[config.mk]
export PLATFORM = sky130hd
export DESIGN_NAME = lcd_hd44780_rx
export DESIGN_NICKNAME = d
export VERILOG_FILES = /design/src/rtl/lcd_hd44780_rx.sv
export SDC_FILE = /design/constraint.sdc
export NUM_CORES = 1
export LEC_CHECK = 0
export CAP_MARGIN = 10
export CORE_ASPECT_RATIO = 1.25
export CORE_MARGIN = 8
export CORE_UTILIZATION = 25
export CTS_CLUSTER_SIZE = 8
export DETAILED_ROUTE_END_ITERATION = 16
export GPL_TIMING_DRIVEN = 0
export PLACE_DENSITY_LB_ADDON = 0.25
export SYNTH_ARGS = -nofsm -noshare
export SYNTH_HDL_FRONTEND = slang
export SYNTH_SLANG_ARGS = --single-unit
export TNS_END_PERCENT = 100
[constraint.sdc]
create_clock -name clk -period 2.2 [get_ports clk]
set_clock_uncertainty 0.2 [all_clocks]
set_input_delay 0.22 -clock clk [delete_from_list [all_inputs] [get_ports clk]]
set_output_delay 0.22 -clock clk [all_outputs]
set_load 0.05 [all_outputs]
[src/rtl/lcd_hd44780_rx.sv]
// ---------------------------------------------------------------------------
// lcd_hd44780_rx
//
// HD44780-compatible write-side responder. It listens on the same 8-bit
// parallel bus (rs/rw/e/dat) that the LCD message writers drive, captures
// each write on the falling edge of e, decodes the instruction set and keeps
// a 2 x LINE_LEN character buffer plus the display/entry/function state.
// The buffer is readable through a registered read port so a writer can be
// checked on-chip or mirrored elsewhere. The block never drives the bus.
//
// Ports
//   clk, reset        system clock, synchronous active-low reset
//   lcd_rs/rw/e/dat   asynchronous bus inputs (synchronised internally)
//   rd_addr, rd_char  buffer read port, one cycle latency
//                     (0..LINE_LEN-1 = line 1, LINE_LEN..2*LINE_LEN-1 = line 2)
//   display_on, cursor_on, blink_on     display control bits D, C, B
//   entry_inc, entry_shift              entry mode bits I/D, S
//   mode_8bit, lines2, font5x10         function set bits DL, N, F
//   cursor_addr       current DDRAM address
//   busy              blank fill of the buffer in progress
//   cmd_valid         one-cycle pulse per accepted instruction
//   data_valid        one-cycle pulse per accepted data write
//   last_byte         byte of the most recent accepted event
//   overrun           sticky: an event arrived while busy
//   err_unsup         sticky: an unsupported operation was seen
//
// Only DATA_BITS = 8 is supported.
// ---------------------------------------------------------------------------
module lcd_hd44780_rx #(
    parameter int                    DATA_BITS  = 8,
    parameter int                    LINE_LEN   = 16,
    parameter logic [DATA_BITS-1:0]  BLANK_CHAR = 8'h20,
    localparam int                   IDX_W      = $clog2(2 * LINE_LEN)
) (
    input  logic                 clk,
    input  logic                 reset,
    input  logic                 lcd_rs,
    input  logic                 lcd_rw,
    input  logic                 lcd_e,
    input  logic [DATA_BITS-1:0] lcd_dat,
    input  logic [IDX_W-1:0]     rd_addr,
    output logic [DATA_BITS-1:0] rd_char,
    output logic                 display_on,
    output logic                 cursor_on,
    output logic                 blink_on,
    output logic                 entry_inc,
    output logic                 entry_shift,
    output logic                 mode_8bit,
    output logic                 lines2,
    output logic                 font5x10,
    output logic [6:0]           cursor_addr,
    output logic                 busy,
    output logic                 cmd_valid,
    output logic                 data_valid,
    output logic [DATA_BITS-1:0] last_byte,
    output logic                 overrun,
    output logic                 err_unsup
);

    // DDRAM address map: line 1 at 0x00, line 2 at 0x40; each logical line
    // spans 40 addresses, of which the first LINE_LEN are buffered.
    localparam logic [6:0]       L1_LAST   = 7'h27;
    localparam logic [6:0]       L2_BASE   = 7'h40;
    localparam logic [6:0]       L2_LAST   = 7'h67;
    localparam logic [6:0]       LINE_END  = 7'(LINE_LEN);
    localparam logic [IDX_W-1:0] FILL_LAST = IDX_W'(2 * LINE_LEN - 1);
    localparam logic [IDX_W-1:0] L2_IDX    = IDX_W'(LINE_LEN);

    typedef enum logic {
        ST_FILL = 1'b0,
        ST_IDLE = 1'b1
    } state_t;

    // Next DDRAM address after one step. Besides the two line wraps, the
    // unbuffered gaps 0x28-0x3F and 0x68-0x7F (reachable only by an explicit
    // set-address) roll over naturally: 0x3F+1 = 0x40, 0x7F+1 = 0x00.
    function automatic logic [6:0] addr_step(input logic [6:0] a, input logic inc);
        logic [6:0] n;
        if (inc) begin
            if (a == L1_LAST)      n = L2_BASE;
            else if (a == L2_LAST) n = 7'h00;
            else                   n = a + 7'd1;
        end else begin
            if (a == 7'h00)        n = L2_LAST;
            else if (a == L2_BASE) n = L1_LAST;
            else                   n = a - 7'd1;
        end
        return n;
    endfunction

    // ---- stage p0/p1: two-flop synchronisers, p2: previous synchronised e
    logic                 e_p0_q, e_p1_q, e_p2_q;
    logic                 rs_p0_q, rs_p1_q;
    logic                 rw_p0_q, rw_p1_q;
    logic [DATA_BITS-1:0] dat_p0_q, dat_p1_q;
    logic                 ev_vld_p2;

    always_ff @(posedge clk) begin
        if (!reset) begin
            e_p0_q <= 1'b0;
            e_p1_q <= 1'b0;
            e_p2_q <= 1'b0;
        end else begin
            e_p0_q <= lcd_e;
            e_p1_q <= e_p0_q;
            e_p2_q <= e_p1_q;
        end
    end

    always_ff @(posedge clk) begin
        rs_p0_q  <= lcd_rs;
        rs_p1_q  <= rs_p0_q;
        rw_p0_q  <= lcd_rw;
        rw_p1_q  <= rw_p0_q;
        dat_p0_q <= lcd_dat;
        dat_p1_q <= dat_p0_q;
    end

    // Falling edge of the synchronised strobe; rs/rw/dat are taken from
    // their synchronised copies in this same cycle.
    assign ev_vld_p2 = e_p2_q & ~e_p1_q;

    // ---- FSM: state register
    state_t           state_q, state_d;
    logic [IDX_W-1:0] fill_idx_q, fill_idx_d;
    logic             busy_s;
    logic             fill_we;
    logic             clear_req;

    always_ff @(posedge clk) begin
        if (!reset) begin
            state_q    <= ST_FILL;
            fill_idx_q <= '0;
        end else begin
            state_q    <= state_d;
            fill_idx_q <= fill_idx_d;
        end
    end

    // ---- FSM: next-state logic
    always_comb begin
        state_d    = state_q;
        fill_idx_d = fill_idx_q;
        case (state_q)
            ST_FILL: begin
                if (fill_idx_q == FILL_LAST) begin
                    state_d    = ST_IDLE;
                    fill_idx_d = '0;
                end else begin
                    fill_idx_d = fill_idx_q + 1'b1;
                end
            end
            ST_IDLE: begin
                if (clear_req) begin
                    state_d    = ST_FILL;
                    fill_idx_d = '0;
                end
            end
            default: begin
                state_d    = ST_FILL;
                fill_idx_d = '0;
            end
        endcase
    end

    // ---- FSM: outputs
    always_comb begin
        busy_s  = 1'b0;
        fill_we = 1'b0;
        if (state_q == ST_FILL) begin
            busy_s  = 1'b1;
            fill_we = 1'b1;
        end
    end

    // ---- stage p3: event decode into the registered display state
    logic                 disp_q, disp_d;
    logic                 curs_q, curs_d;
    logic                 blink_q, blink_d;
    logic                 inc_q, inc_d;
    logic                 shift_q, shift_d;
    logic                 dl_q, dl_d;
    logic                 n_q, n_d;
    logic                 f_q, f_d;
    logic [6:0]           cur_q, cur_d;
    logic                 cmd_vld_q, cmd_vld_d;
    logic                 data_vld_q, data_vld_d;
    logic [DATA_BITS-1:0] last_q, last_d;
    logic                 ovr_q, ovr_d;
    logic                 err_q, err_d;
    logic                 data_we;
    logic [IDX_W-1:0]     data_idx;

    always_comb begin
        disp_d     = disp_q;
        curs_d     = curs_q;
        blink_d    = blink_q;
        inc_d      = inc_q;
        shift_d    = shift_q;
        dl_d       = dl_q;
        n_d        = n_q;
        f_d        = f_q;
        cur_d      = cur_q;
        last_d     = last_q;
        ovr_d      = ovr_q;
        err_d      = err_q;
        cmd_vld_d  = 1'b0;
        data_vld_d = 1'b0;
        clear_req  = 1'b0;
        data_we    = 1'b0;
        data_idx   = '0;

        if (ev_vld_p2) begin
            if (busy_s) begin
                // Dropped entirely; only the sticky flag records it.
                ovr_d = 1'b1;
            end else if (rw_p1_q) begin
                // Reads are not serviced; the bus is never driven.
                err_d = 1'b1;
            end else if (rs_p1_q) begin
                data_vld_d = 1'b1;
                last_d     = dat_p1_q;
                if (cur_q < LINE_END) begin
                    data_we  = 1'b1;
                    data_idx = IDX_W'(cur_q);
                end else if ((cur_q >= L2_BASE) && (cur_q < (L2_BASE + LINE_END))) begin
                    data_we  = 1'b1;
                    data_idx = IDX_W'(cur_q - L2_BASE) + L2_IDX;
                end
                // Off-screen bytes are discarded but still move the cursor.
                cur_d = addr_step(cur_q, inc_q);
            end else begin
                cmd_vld_d = 1'b1;
                last_d    = dat_p1_q;
                casez (dat_p1_q)
                    8'b1???????: cur_d = dat_p1_q[6:0];
                    8'b01??????: err_d = 1'b1;
                    8'b001?????: begin
                        dl_d = dat_p1_q[4];
                        n_d  = dat_p1_q[3];
                        f_d  = dat_p1_q[2];
                        if (!dat_p1_q[4]) err_d = 1'b1;
                    end
                    8'b0001????: begin
                        // Display shift (SC=1) is not modelled.
                        if (dat_p1_q[3]) err_d = 1'b1;
                        else             cur_d = addr_step(cur_q, dat_p1_q[2]);
                    end
                    8'b00001???: begin
                        disp_d  = dat_p1_q[2];
                        curs_d  = dat_p1_q[1];
                        blink_d = dat_p1_q[0];
                    end
                    8'b000001??: begin
                        inc_d   = dat_p1_q[1];
                        shift_d = dat_p1_q[0];
                    end
                    8'b0000001?: cur_d = 7'h00;
                    8'b00000001: begin
                        cur_d     = 7'h00;
                        inc_d     = 1'b1;
                        clear_req = 1'b1;
                    end
                    default: ;
                endcase
            end
        end
    end

    always_ff @(posedge clk) begin
        if (!reset) begin
            disp_q     <= 1'b0;
            curs_q     <= 1'b0;
            blink_q    <= 1'b0;
            inc_q      <= 1'b1;
            shift_q    <= 1'b0;
            dl_q       <= 1'b1;
            n_q        <= 1'b0;
            f_q        <= 1'b0;
            cur_q      <= 7'h00;
            cmd_vld_q  <= 1'b0;
            data_vld_q <= 1'b0;
            last_q     <= '0;
            ovr_q      <= 1'b0;
            err_q      <= 1'b0;
        end else begin
            disp_q     <= disp_d;
            curs_q     <= curs_d;
            blink_q    <= blink_d;
            inc_q      <= inc_d;
            shift_q    <= shift_d;
            dl_q       <= dl_d;
            n_q        <= n_d;
            f_q        <= f_d;
            cur_q      <= cur_d;
            cmd_vld_q  <= cmd_vld_d;
            data_vld_q <= data_vld_d;
            last_q     <= last_d;
            ovr_q      <= ovr_d;
            err_q      <= err_d;
        end
    end

    // ---- character buffer: one write port shared by fill and data writes
    // (mutually exclusive: fill only while busy, data only while idle).
    logic [DATA_BITS-1:0] buf_q [2*LINE_LEN];
    logic [DATA_BITS-1:0] rd_char_q;

    always_ff @(posedge clk) begin
        if (reset) begin
            if (fill_we)      buf_q[fill_idx_q] <= BLANK_CHAR;
            else if (data_we) buf_q[data_idx]   <= dat_p1_q;
        end
    end

    // Registered read; a same-cycle write to the same index returns old data.
    always_ff @(posedge clk) begin
        if (!reset) rd_char_q <= '0;
        else        rd_char_q <= buf_q[rd_addr];
    end

    assign rd_char     = rd_char_q;
    assign display_on  = disp_q;
    assign cursor_on   = curs_q;
    assign blink_on    = blink_q;
    assign entry_inc   = inc_q;
    assign entry_shift = shift_q;
    assign mode_8bit   = dl_q;
    assign lines2      = n_q;
    assign font5x10    = f_q;
    assign cursor_addr = cur_q;
    assign busy        = busy_s;
    assign cmd_valid   = cmd_vld_q;
    assign data_valid  = data_vld_q;
    assign last_byte   = last_q;
    assign overrun     = ovr_q;
    assign err_unsup   = err_q;

endmodule

# --- Word-level counts from Yosys, hierarchy flattened ---
# Memory sizes are Yosys's and may differ from the RTL's. A register that Yosys moved wholly into a read port is not among the register bits.
# Index checks and enable logic that the tools add are counted.
classes:
  addsub: 5
  order_cmp: 3
  n_eq_ne: 16
  n_mux: 50
  n_bitwise: 7
  reduce_logical: 17
op_table:
  columns: ["cell", "count"]
  rows:
  - ["$mux W7", 8]
  - ["$mux W5", 9]
  - ["$mux W1", 27]
  - ["$reduce_and A5 Y1", 5]
  - ["$pmux W7 S3", 1]
  - ["$eq A7 B7 Y1 const B", 2]
  - ["$pmux W5 S2", 1]
  - ["$ne A3 B3 Y1 const B", 3]
  - ["$eq A8 B1 Y1 const B", 1]
  - ["$mux W8", 1]
  - ["$reduce_bool A4 Y1", 2]
  - ["$reduce_or A8 Y1", 1]
  - ["$add A7 B1 Y7 const B", 1]
  - ["$eq A7 B1 Y1 const B", 1]
  - ["$eq A7 B6 Y1 const B", 1]
  - ["$ge A7 B7 Y1 const B", 1]
  - ["$logic_not A7 Y1", 1]
  - ["$lt A7 B5 Y1 const B", 1]
  - ["$lt A7 B7 Y1 const B", 1]
  - ["$sub A7 B1 Y7 const B", 1]
  - ["$eq A6 B1 Y1 const B", 1]
  - ["$not A1 Y1", 6]
  - ["$reduce_and A6 Y1", 1]
  - ["$add A5 B1 Y5 const B", 1]
  - ["18 further kinds", 20]
totals:
  regBits: 56
  ramBits: 256
  inputBits: 18
  output_inout_bits: 36
  wordCells: 124
  n_memories: 1
memory_table:
  columns: ["name", "words", "word_bits", "rd", "rd_ports_with_merged_regs", "write_ports", "line", "rtl"]
  rows:
  - ["buf_q", 32, 8, 1, 1, 1, "306", "logic [DATA_BITS-1:0] buf_q [2*LINE_LEN];"]

# --- Depth between registers and ports, before layout ---
# Gate-level depths: netlist of run 1.
logic_depth:
  ltp_word: 14
  ltp_mapped: 8
  depth_no_buf: 7

# --- Worst setup path after synthesis of run 1 ---
# OpenSTA, ideal clock, no wires.
synth_timing:
  path_type: "reg-to-reg"
  from: "reg cur_q[5] (netlist: cursor_addr[5])"
  to: "mem buf_q[21][0] (enable)"
  t_arrival_ns: 2.127
  t_required_ns: 1.630
  setup_slack_ns: -0.498
  stages_incl_launch_ff: 8
  path_cell_list: "dfxtp_1 > clkbuf_1 > nor2_1 > and4_1 > buf_2 > nor3b_1 > a31oi_1 > nor2_1"
synth_between:
  elab_chain_len: 14
  elab_cells_between_ends: 23
  cone_classes: "order compare: 3; mux: 18; reduce/logical: 2"
synth_lines:
  columns: ["item", "line", "rtl"]
  rows:
  - ["start, declared", "185", "logic [6:0] cur_q, cur_d;"]
  - ["start signal, assigned", "295", "cur_q <= cur_d;"]
  - ["$ge A7 B7 Y1 or $lt A7 B7 Y1 (tied branches)", "226", "end else if ((cur_q >= L2_BASE) && (cur_q < (L2_BASE + LINE_END))) begin"]
  - ["$logic_and A1 B1 Y1", "226", null]
  - ["$mux W1", "226", null]
  - ["$mux W1", "223", "if (cur_q < LINE_END) begin"]
  - ["$mux W1", "220", "end else if (rs_p1_q) begin"]
  - ["$mux W1", "217", "end else if (rw_p1_q) begin"]
  - ["$mux W1", "214", "if (busy_s) begin"]
  - ["$mux W1", "213", "if (ev_vld_p2) begin"]
  - ["$mux W1", "312", "else if (data_we) buf_q[data_idx] <= dat_p1_q;"]
  - ["$mux W1", "311", "if (fill_we) buf_q[fill_idx_q] <= BLANK_CHAR;"]
  - ["$mux W1", "310", "if (reset) begin"]
  - ["$mux W1 (implied by the code)", "312", null]
  - ["$reduce_or A8 Y1 (no line)", null, null]
  - ["$mux W5 (no line) or $mux W1 (tied branches)", null, null]
  - ["end, declared", "306", null]
# Parallel ways exist; a longest one is shown, timed or not.

# --- Final worst setup path of run 1 ---
layout_timing:
  from: "reg dat_p1_q[7]"
  to: "reg cur_q[4] (netlist: cursor_addr[4])"
layout_between:
  elab_chain_len: 4
  elab_cells_between_ends: 9
  cone_classes: "eq/ne: 4; mux: 2; reduce/logical: 3"
layout_lines:
  columns: ["item", "line", "rtl"]
  rows:
  - ["start, declared", "95", "logic [DATA_BITS-1:0] dat_p0_q, dat_p1_q;"]
  - ["start signal, assigned", "116", "dat_p1_q <= dat_p0_q;"]
  - ["$eq A8 B1 Y1 or $eq A7 B1 Y1 (tied branches)", "235", "casez (dat_p1_q)"]
  - ["$reduce_or A2 Y1 (no line)", null, null]
  - ["$reduce_bool A4 Y1 (no line) or $pmux W7 S3 (tied branches)", null, null]
  - ["$reduce_and A5 Y1 (no line) or $mux W7 (tied branches)", null, null]
# Parallel ways exist; a longest one is shown, timed or not.
# A chain may end at the register's enable or synchronous reset.

==> impl_metrics.csv, run 1 <==
group,metric,value,unit
worst_setup_path,arrival,2560,ps
synth,synth-main-ff-cell,"edfxtp_1",
clocking,htreeDepth,2,
final_layout,nets,922,
clocking,numCtsBuffers,46,
sta,tns,-2909,ps
grt,met3_usage,0.02702,
route,antenna_left,0,
floorplan,die_x,217.5,um
clocking,cts_tree,"done",
grt,use_met1,0.1346,
placement,dp_cells,1446,
synth,syn_nets,761,
grt,grt_usage,0.1113,
worst_setup_path,crit_type,"reg2reg",
floorplan,coreArea,0.05030,sq mm
pwr,ir_worst_vdd,0.5281,mV
final_layout,synthToLayoutAreaGrowth,33.87,%
sta,fin_hold_ws,42.63,ps
final_layout,final_common_cell,"edfxtp_1",
run_status,status,"complete, but fails checks",
sta,rsz0062_at_grt,"yes",
worst_setup_path,crit_family,"compound AO/OA/AOI/OAI gates",
grt,antenna_found_initial,0,
synth,synth.avg_cell_area,17.16,sq um
placement,place.gp.congestion,0.8416,
floorplan,dieArea,0.05825,sq mm
route,drc_errors,0,
synth,synth_edf_count,256,
worst_setup_path,worstSetupEndpointType,"register",
placement,io_buffers,48,
worst_setup_path,slowest_delay,510,ps
sta,max_clock_freq,0.4335,GHz
worst_setup_path,cp_common_cell,"buf_6",
hold_path,min_from,"lcd_e",
pwr,p_leak,5.897,nW
final_layout,final_cell_mix,"edfxtp_1, mux4_2, dfxtp_1, clkbuf_16, buf_12",
final_layout,final_core_util,0.3376,
hold_path,min_path_type,"in2reg",
worst_setup_path,crit_start,"dat_p1_q[7]$_DFF_P_",
grt,grt-busiest-layer,"met2",
floorplan,start_util,0.2522,
sta,tightest_slew,806.8,ps
grt,grt_pass1_wl,49.05,mm
pwr,power_frac_comb,0.044,
clocking,clk_latency,560,ps
floorplan,dieHeight,267.8,um
route,viasPerCell,4.544,
pwr,total_power,13.54,mW
flow_run,drv_cap,0,
final_layout,fin_cells,1584,
synth,ys_seq_area_frac,0.7070,
sta,finalHoldViolations,0,
route,vias,7197,
worst_setup_path,r2r_start,"dat_p1_q[7]$_DFF_P_",
final_layout,drive_above_1_share,0.3326,
sta,fin_crit_sh,1.049,
grt,grt_pass1_vias,7708,
synth,ys_ff_latch,320,
floorplan,rows,92,
synth,netlist_area,0.01268,sq mm
worst_setup_path,timing.critical_path.fanout_max,8,
sta,finalSetupViolCount,91,
sta,drv_slew,0,
synth,yosysWarnings,0,
synth,yosysUniqueCellTypes,68,
route,wl_per_cell,20.30,um
sta,slew-limit-headroom,0.4621,
pwr,intPower,10.66,mW
pwr,p_clk_frac,0.471,
run_status,failed_checks,"setup timing",
final_layout,fillers,4737,
clocking,path_clk_slew,50,ps
synth,post_synth_inst_count,739,
final_layout,regArea,0.008982,sq mm
pwr,powerDensity,797.2,mW/mm^2
worst_setup_path,path_buf_inv,2,
worst_setup_path,worstSetupStartpointType,"register",
placement,dp_hpwl,21.09,mm
floorplan,pin_count,54,
clocking,clk_path_buf_depth,3,
route,drt_iter0_drc,291,
grt,grt_util_met2,0.1927,
final_layout,multi_input_area,0.004063,sq mm
sta,setup_slack,-106.8,ps
pwr,seqPwrFrac,0.485,
grt,grt_max_degree,33,
route,firstDrtPassIters,5,
clocking,clock-sinks,320,
pwr,p_sw_frac,0.2128,
grt,grt_overflow,0,
worst_setup_path,path_cells,"buf_6, or4_4, o311a_4, a211oi_4, buf_6, o21ai_2, a31oi_1",
sta,period_minus_slack,2307,ps
worst_setup_path,required,2450,ps
clocking,ctsRootBufferMaster,"clkbuf_16",
worst_setup_path,slowest_stage,"or4_4",
route,wl,32.15,mm
synth,ys_async_sr_fraction,0,
final_layout,diodes,0,
pwr,p_sw,2.880,mW
==> metal layers <==
metal	up-vias	wire, um
li1	3276	-
met1	3705	13510
met2	153	16190
met3	63	1549
met4	0	894
met5	-	0
==> registers in the layout, summed over array words and instances (netlist names), 5 cells and up <==
name	flops
rd_char	8
dat_p0_q	8
dat_p1_q	8
cursor_addr	7
buf_q	256
last_byte	8
fill_idx_q	5
==> kinds of logic (layout without fill, tap and decap cells) <==
kind of cell	count (synthesis)	after routing	synth area share
flops	320	320	0.7070
fa+ha+maj	4	4	0.003946
compound gates	99	99	0.05850
simple gates	169	169	0.06826
buf+inv	56	243	0.01992
mux	86	86	0.1389
xor+xnor	5	5	0.003453
==> final cells by class <==
cell class,count,share of cell area
multi-input combinational,363,0.2392
clock buffer,70,0.07368
buffer,40,0.01348
sequential,320,0.5290
clock inverter,4,0.002505
tap,658,0.04848
inverter,13,0.002874
timing repair buffer,116,0.09078
==> synth_stat cells (6+ instances only) <==
library cell	number	area [sq um]
edfxtp_1	256	7687
mux4_2	72	1622
dfxtp_1	64	1281
nor2_1	58	217.7
nand2_1	29	108.9
clkbuf_1	21	78.83
a21oi_1	16	80.08
mux2i_1	14	140.1
inv_1	13	48.80
buf_2	12	60.06
and2_1	11	68.82
nor2b_1	11	68.82
a211oi_1	10	75.07
nor3_1	10	50.05
o21ai_0	10	50.05
a21boi_0	9	67.56
nand3_1	9	45.04
nand2b_1	8	50.05
o221ai_1	8	70.07
a31oi_1	6	37.54
and3_1	6	37.54
nor3b_1	6	45.04
==> final timing paths <==
check | end | slack [ps] | depth (start not counted)
max | cursor_addr[4]$_SDFFE_PN0P_ | -110 | 7
min | e_p0_q$_SDFF_PN0_ | 40 | 2
max reg2reg | cursor_addr[4]$_SDFFE_PN0P_ | -110 | 7
min reg2reg | dat_p1_q[4]$_DFF_P_ | 120 | 0
==> through the flow <==
stage / setup slack (ps) / area (sq um)
floorplan: -43.94 / 13080
global placement: -833.2 / 14390
detailed placement: -889.9 / 14420
CTS: -146.1 / 16890
global route: -208.9 / 16980
finish: -106.8 / 16980
==> power by group through the flow <==
stage	Combinational [mW]	Clock [mW]	Sequential [mW]
4_1_cts	0.602	6.58	6.56
2_1_floorplan	0.319	0	6.70
3_3_place_gp	0.536	0	6.67
5_1_grt	0.641	6.82	6.56
6_report	0.600	6.37	6.56
3_5_place_dp	0.536	0	6.67
==> worst register-to-register path, cell delays in order, from the launching register on <==
cell,delay (ps)
dfxtp_2,310
buf_6,110
or4_4,510
o311a_4,330
a211oi_4,300
buf_6,210
o21ai_2,60
a31oi_1,180
==> timing repair <==
item	in CTS	in global routing
gates cloned	1	0
pin swaps	47	26
setup endpoints to repair	538	425
hold buffers	11	0
gates resized for setup	71	36
buffers inserted	51	7
endpoints found under the hold margin	18	0
(Power assumes the default switching activity.)
==> run 2: changes to the inputs <==
Settings changed: CTS_BUF_LIST from default to sky130_fd_sc_hd__clkbuf_2 sky130_fd_sc_hd__clkbuf_4 sky130_fd_sc_hd__clkbuf_8.
==> run 2 against run 1 <==
Against the previous run:
- the run still ends with setup timing left
- critical path depth unchanged
- cell area decreased by 2.0%
- sequential share of layout area up 1.1 points
- core utilization down 0.68 points
- die area did not move
- register-to-register slack is essentially flat
- power decreased by 7.9%
- critical endpoint is now buf_q[8][5]$_DFFE_PP_
- largest power group unchanged
- highest routed layer unchanged
==> impl_metrics.csv, run 2 (synthesis results as in run 1) <==
group,metric,value,unit
route,vias,7212,
final_layout,final_core_util,0.3308,
route,drt_iter0_drc,349,
route,antenna_left,0,
clocking,clk_latency,620,ps
grt,grt_usage,0.1102,
sta,fin_crit_sh,1.048,
sta,max_clock_freq,0.4339,GHz
pwr,powerDensity,749.4,mW/mm^2
grt,grt_max_degree,33,
final_layout,final_cell_mix,"edfxtp_1, mux4_2, clkbuf_8, dfxtp_1, buf_12",
final_layout,nets,929,
sta,rsz0062_at_grt,"yes",
final_layout,diodes,0,
final_layout,top_register,"buf_q",
pwr,p_leak,5.868,nW
final_layout,final_common_cell,"edfxtp_1",
grt,grt_pass1_wl,48.58,mm
clocking,clk_path_buf_depth,3,
worst_setup_path,worstSetupStartpointType,"register",
sta,tightest_slew,851.1,ps
floorplan,die_x,217.5,um
grt,grt_overflow,0,
pwr,p_sw,2.726,mW
placement,io_buffers,48,
floorplan,dieArea,0.05825,sq mm
run_status,failed_checks,"setup timing",
route,drc_errors,0,
pwr,p_sw_frac,0.2186,
worst_setup_path,timing.critical_path.fanout_max,8,
flow_run,drv_cap,0,
clocking,ctsRootBufferMaster,"clkbuf_8",
pwr,power_frac_comb,0.047,
hold_path,min_path_type,"reg2reg",
pwr,intPower,9.743,mW
pwr,p_clk_frac,0.428,
worst_setup_path,worstSetupEndpointType,"register",
worst_setup_path,required,2320,ps
route,firstDrtPassIters,4,
sta,setup_slack,-104.9,ps
grt,antenna_found_initial,0,
sta,slew-limit-headroom,0.4326,
clocking,clock-sinks,320,
sta,period_minus_slack,2305,ps
placement,dp_cells,1446,
sta,tns,-6600,ps
route,viasPerCell,4.488,
floorplan,dieHeight,267.8,um
worst_setup_path,arrival,2420,ps
pwr,seqPwrFrac,0.525,
sta,drv_slew,0,
final_layout,drive_above_1_share,0.3614,
placement,dp_slack,-889.9,ps
floorplan,pin_count,54,
placement,place.gp.congestion,0.8416,
floorplan,coreArea,0.05030,sq mm
floorplan,start_util,0.2522,
route,wl,31.90,mm
clocking,numCtsBuffers,54,
final_layout,fin_cells,1607,
grt,grt_pass1_vias,7787,
clocking,htreeDepth,2,
sta,finalHoldViolations,0,
run_status,status,"complete, but fails checks",
worst_setup_path,crit_type,"reg2reg",
final_layout,largest_reg_flops,256,
final_layout,synthToLayoutAreaGrowth,31.18,%
placement,dp_hpwl,21.09,mm
clocking,path_clk_slew,60,ps
route,wl_per_cell,19.85,um
clocking,cts_tree,"done",
pwr,ir_worst_vdd,0.3846,mV
sta,finalSetupViolCount,152,
floorplan,rows,92,
final_layout,fillers,4820,
-- run 2: final cells by class --
type | instances | area (sq um) | share of cell area
flip-flops and latches | 320 | 8989 | 0.5402
well taps | 658 | 823.3 | 0.04948
multi-input cells | 363 | 3994 | 0.2400
clock buffers | 86 | 1040 | 0.06249
plain buffers | 39 | 230.2 | 0.01384
repair buffers | 116 | 1455 | 0.08745
clock inverters | 12 | 60.06 | 0.003609
inverters | 13 | 48.80 | 0.002933
-- run 2: per-stage QoR --
stage | hold WS (ps) | power, mW | area, sq um
finish | 123.6 | 12.47 | 16640
global route | 127.2 | 12.95 | 16640
CTS | 125.0 | 12.68 | 16600
detailed placement | 112.8 | 7.207 | 14420
global placement | 111.9 | 7.206 | 14390
floorplan | 47.72 | 7.016 | 13080
-- run 2: power by group through the flow --
stage                     sequential [mW]  clock [mW]  combinational (mW)
after floorplan                      6.70           0               0.319
after global placement               6.67           0               0.536
after detailed placement             6.67           0               0.536
after CTS                            6.55        5.54               0.593
after global routing                 6.55        5.78               0.626
final                                6.55        5.33               0.588
-- run 2: repair_timing --
item                                    CTS  global route
resized for setup                        96            19
hold buffers                             12             0
buffers inserted                         47            11
endpoints found under the setup margin  563           442
endpoints found under the hold margin    19             0
pin swaps                                45            24
gates cloned                              1             0
-- run 2: worst paths after layout --
check / endpoint / start / cells after the start / slack [ps]
worst min register to register: dat_p1_q[4]$_DFF_P_ / dat_p0_q[4]$_DFF_P_ / 0 / 120
worst min-delay path: dat_p1_q[4]$_DFF_P_ / dat_p0_q[4]$_DFF_P_ / 0 / 120
worst max register to register: buf_q[8][5]$_DFFE_PP_ / e_p1_q$_SDFF_PN0_ / 7 / -100
worst max-delay path: buf_q[8][5]$_DFFE_PP_ / e_p1_q$_SDFF_PN0_ / 7 / -100
-- run 2: worst max-delay path, cell delays in order (launching register included) --
cell and delay [ps]:
dfxtp_2 340, and4bb_2 330, and4_4 300, nor2b_4 240, buf_4 150, o22ai_4 120, nor2_4 170, buf_12 140
-- run 2: metal layers --
metal,GRT usage,vias up,share of wire
met3,0.03006,66,0.053
met5,0,-,0
met4,0.03916,0,0.029
li1,-,3310,-
met2,0.1899,162,0.50
met1,0.1307,3674,0.42
==> run 3: changes to the inputs <==
Settings changed: GPL_ROUTABILITY_DRIVEN from default to 0, SETUP_SLACK_MARGIN from default to 0.5.
==> run 3 against run 2 <==
Against the previous run:
- the run still ends with setup timing left
- power up 1.7%
- first-iteration DRC count up 35%
- wire length up 21%
- hold slack worse by 5.7 ps
- sequential share of layout area down 3.2 points
- sequential power about the same
- count of clock-buffer cells in the layout down 2
- final cell count up 4.4%
- largest power group unchanged
==> impl_metrics.csv, run 3 (synthesis results as in run 1) <==
group,metric,value,unit
floorplan,rows,92,
worst_setup_path,cp_common_cell,"buf_12",
clocking,htreeDepth,2,
final_layout,fin_cells,1677,
final_layout,top_register,"buf_q",
grt,met3_usage,0.03220,
placement,dp_slack,-838.6,ps
floorplan,dieHeight,267.8,um
route,drt_iter0_drc,470,
grt,grt_pass1_wl,55.71,mm
grt,grt_overflow,0,
final_layout,final_cell_mix,"edfxtp_1, mux4_2, clkbuf_8, dfxtp_1, buf_12",
worst_setup_path,worstSetupStartpointType,"register",
worst_setup_path,path_buf_inv,5,
worst_setup_path,path_cells,"buf_8, and4bb_2, and4_4, buf_12, buf_8, nor3_4, a21oi_4, buf_12, nor2_4, buf_12",
placement,dp_cells,1445,
clocking,clock-sinks,320,
worst_setup_path,r2r_cells,10,
worst_setup_path,required,2330,ps
worst_setup_path,worstSetupEndpointType,"register",
clocking,path_clk_slew,70,ps
route,drc_errors,0,
run_status,failed_checks,"setup timing",
sta,period_minus_slack,2357,ps
worst_setup_path,arrival,2480,ps
sta,tns,-36030,ps
sta,finalSetupViolCount,414,
clocking,numCtsBuffers,54,
hold_path,hold_depth,0,
grt,grt_pass1_vias,8188,
grt,grt_util_met2,0.2191,
sta,setup_slack,-156.5,ps
sta,max_clock_freq,0.4244,GHz
sta,drv_slew,0,
placement,dp_hpwl,21.56,mm
clocking,ctsRootBufferMaster,"clkbuf_8",
floorplan,start_util,0.2522,
placement,io_buffers,48,
final_layout,diodes,0,
pwr,ir_worst_vdd,0.3681,mV
route,antenna_left,0,
route,viasPerCell,4.677,
final_layout,nets,997,
final_layout,final_common_cell,"edfxtp_1",
floorplan,dieArea,0.05825,sq mm
pwr,total_power,12.68,mW
final_layout,synthToLayoutAreaGrowth,39.59,%
final_layout,drive_above_1_share,0.4642,
placement,place_area,0.01455,sq mm
worst_setup_path,crit_type,"reg2reg",
grt,use_met1,0.1589,
run_status,status,"complete, but fails checks",
worst_setup_path,crit_family,"simple AND/OR/NAND/NOR gates",
worst_setup_path,timing.critical_path.fanout_max,8,
grt,grt_max_degree,33,
hold_path,min_path_type,"reg2reg",
route,wl_per_cell,22.98,um
worst_setup_path,cp.depth,10,
floorplan,pin_count,54,
grt,grt-busiest-layer,"met2",
worst_setup_path,slowest_stage,"dfxtp_2",
sta,rsz0062_at_grt,"yes",
grt,antenna_found_initial,0,
clocking,clk_latency,630,ps
grt,grt_usage,0.1288,
final_layout,design_area,0.01771,sq mm
floorplan,die_x,217.5,um
worst_setup_path,slowest_delay,320,ps
sta,fin_crit_sh,1.071,
sta,finalHoldViolations,0,
route,wl,38.54,mm
flow_run,drv_cap,0,
route,firstDrtPassIters,5,
pwr,p_leak,6.307,nW
pwr,powerDensity,716.1,mW/mm^2
route,vias,7843,
clocking,cts_tree,"done",
sta,slew-limit-headroom,0.5235,
clocking,clk_path_buf_depth,3,
floorplan,coreArea,0.05030,sq mm
final_layout,largest_reg_flops,256,
sta,tightest_slew,714.7,ps
==> run 3: cell types whose count changed in the layout (fill, tap and decap cells not counted), sizes merged, moves of 2 or more <==
| cell | delta |
|---|---|
| buf | +74 |
| clkinv | +4 |
| nand2b | +3 |
| dlygate4sd2 | -34 |
| clkdlybuf4s15 | -2 |
| and2 | +20 |
| clkbuf | +5 |
==> run 3: per-layer routing <==
layer	up-vias	part of all wire
met3	77	0.050
met5	-	0
met1	4092	0.41
met2	211	0.51
met4	0	0.029
li1	3463	-
==> run 3: final cells by class <==
| type | count | area [sq um] |
|---|---|---|
| plain buffers | 43 | 386.6 |
| clock buffers | 84 | 1018 |
| clock inverters | 16 | 93.84 |
| fillers | 4739 | 32600 |
| inverters | 13 | 56.30 |
| multi-input cells | 386 | 4365 |
| flip-flops and latches | 320 | 8997 |
| well taps | 658 | 823.3 |
| repair buffers | 157 | 1966 |
==> run 3: worst reg2reg max path: cells and delay by family, from the launching register on <==
family | cells | cell delay [ps]
AO/OA/AOI/OAI | 1 | 50
buffers and inverters | 5 | 720
flip-flops | 1 | 320
AND/OR/NAND/NOR | 4 | 750
==> run 3: repair_timing <==
action	in CTS	in global routing
buffers inserted	74	18
hold buffers	12	0
resized for setup	305	74
setup endpoints to repair	582	558
hold endpoints to repair	19	0
gates cloned	23	5
pin swaps	45	33
==> run 3: metrics by stage <==
step | utilization | hold WS [ps]
after floorplan | - | 47.72
after global placement | 0.2892 | 111.2
after detailed placement | 0.2892 | 112.1
after CTS | 0.3441 | 97.90
after global routing | 0.3520 | 128.3
final | 0.3520 | 117.9
==> run 3: final timing paths <==
check | slack, ps | to | start
max reg2reg | -160 | buf_q[1][7]$_DFFE_PP_ | state_q$_SDFF_PN0_
min reg2reg | 120 | rw_p1_q$_DFF_P_ | rw_p0_q$_DFF_P_
max | -160 | buf_q[1][7]$_DFFE_PP_ | state_q$_SDFF_PN0_
min | 120 | rw_p1_q$_DFF_P_ | rw_p0_q$_DFF_P_
==> run 3: power by group <==
part	internal (mW)	leakage, nW	switching [mW]	total, mW
sequential	6.50	3.19	0.0485	6.55
clock	3.05	0.590	2.42	5.47
combinational	0.282	2.52	0.375	0.657
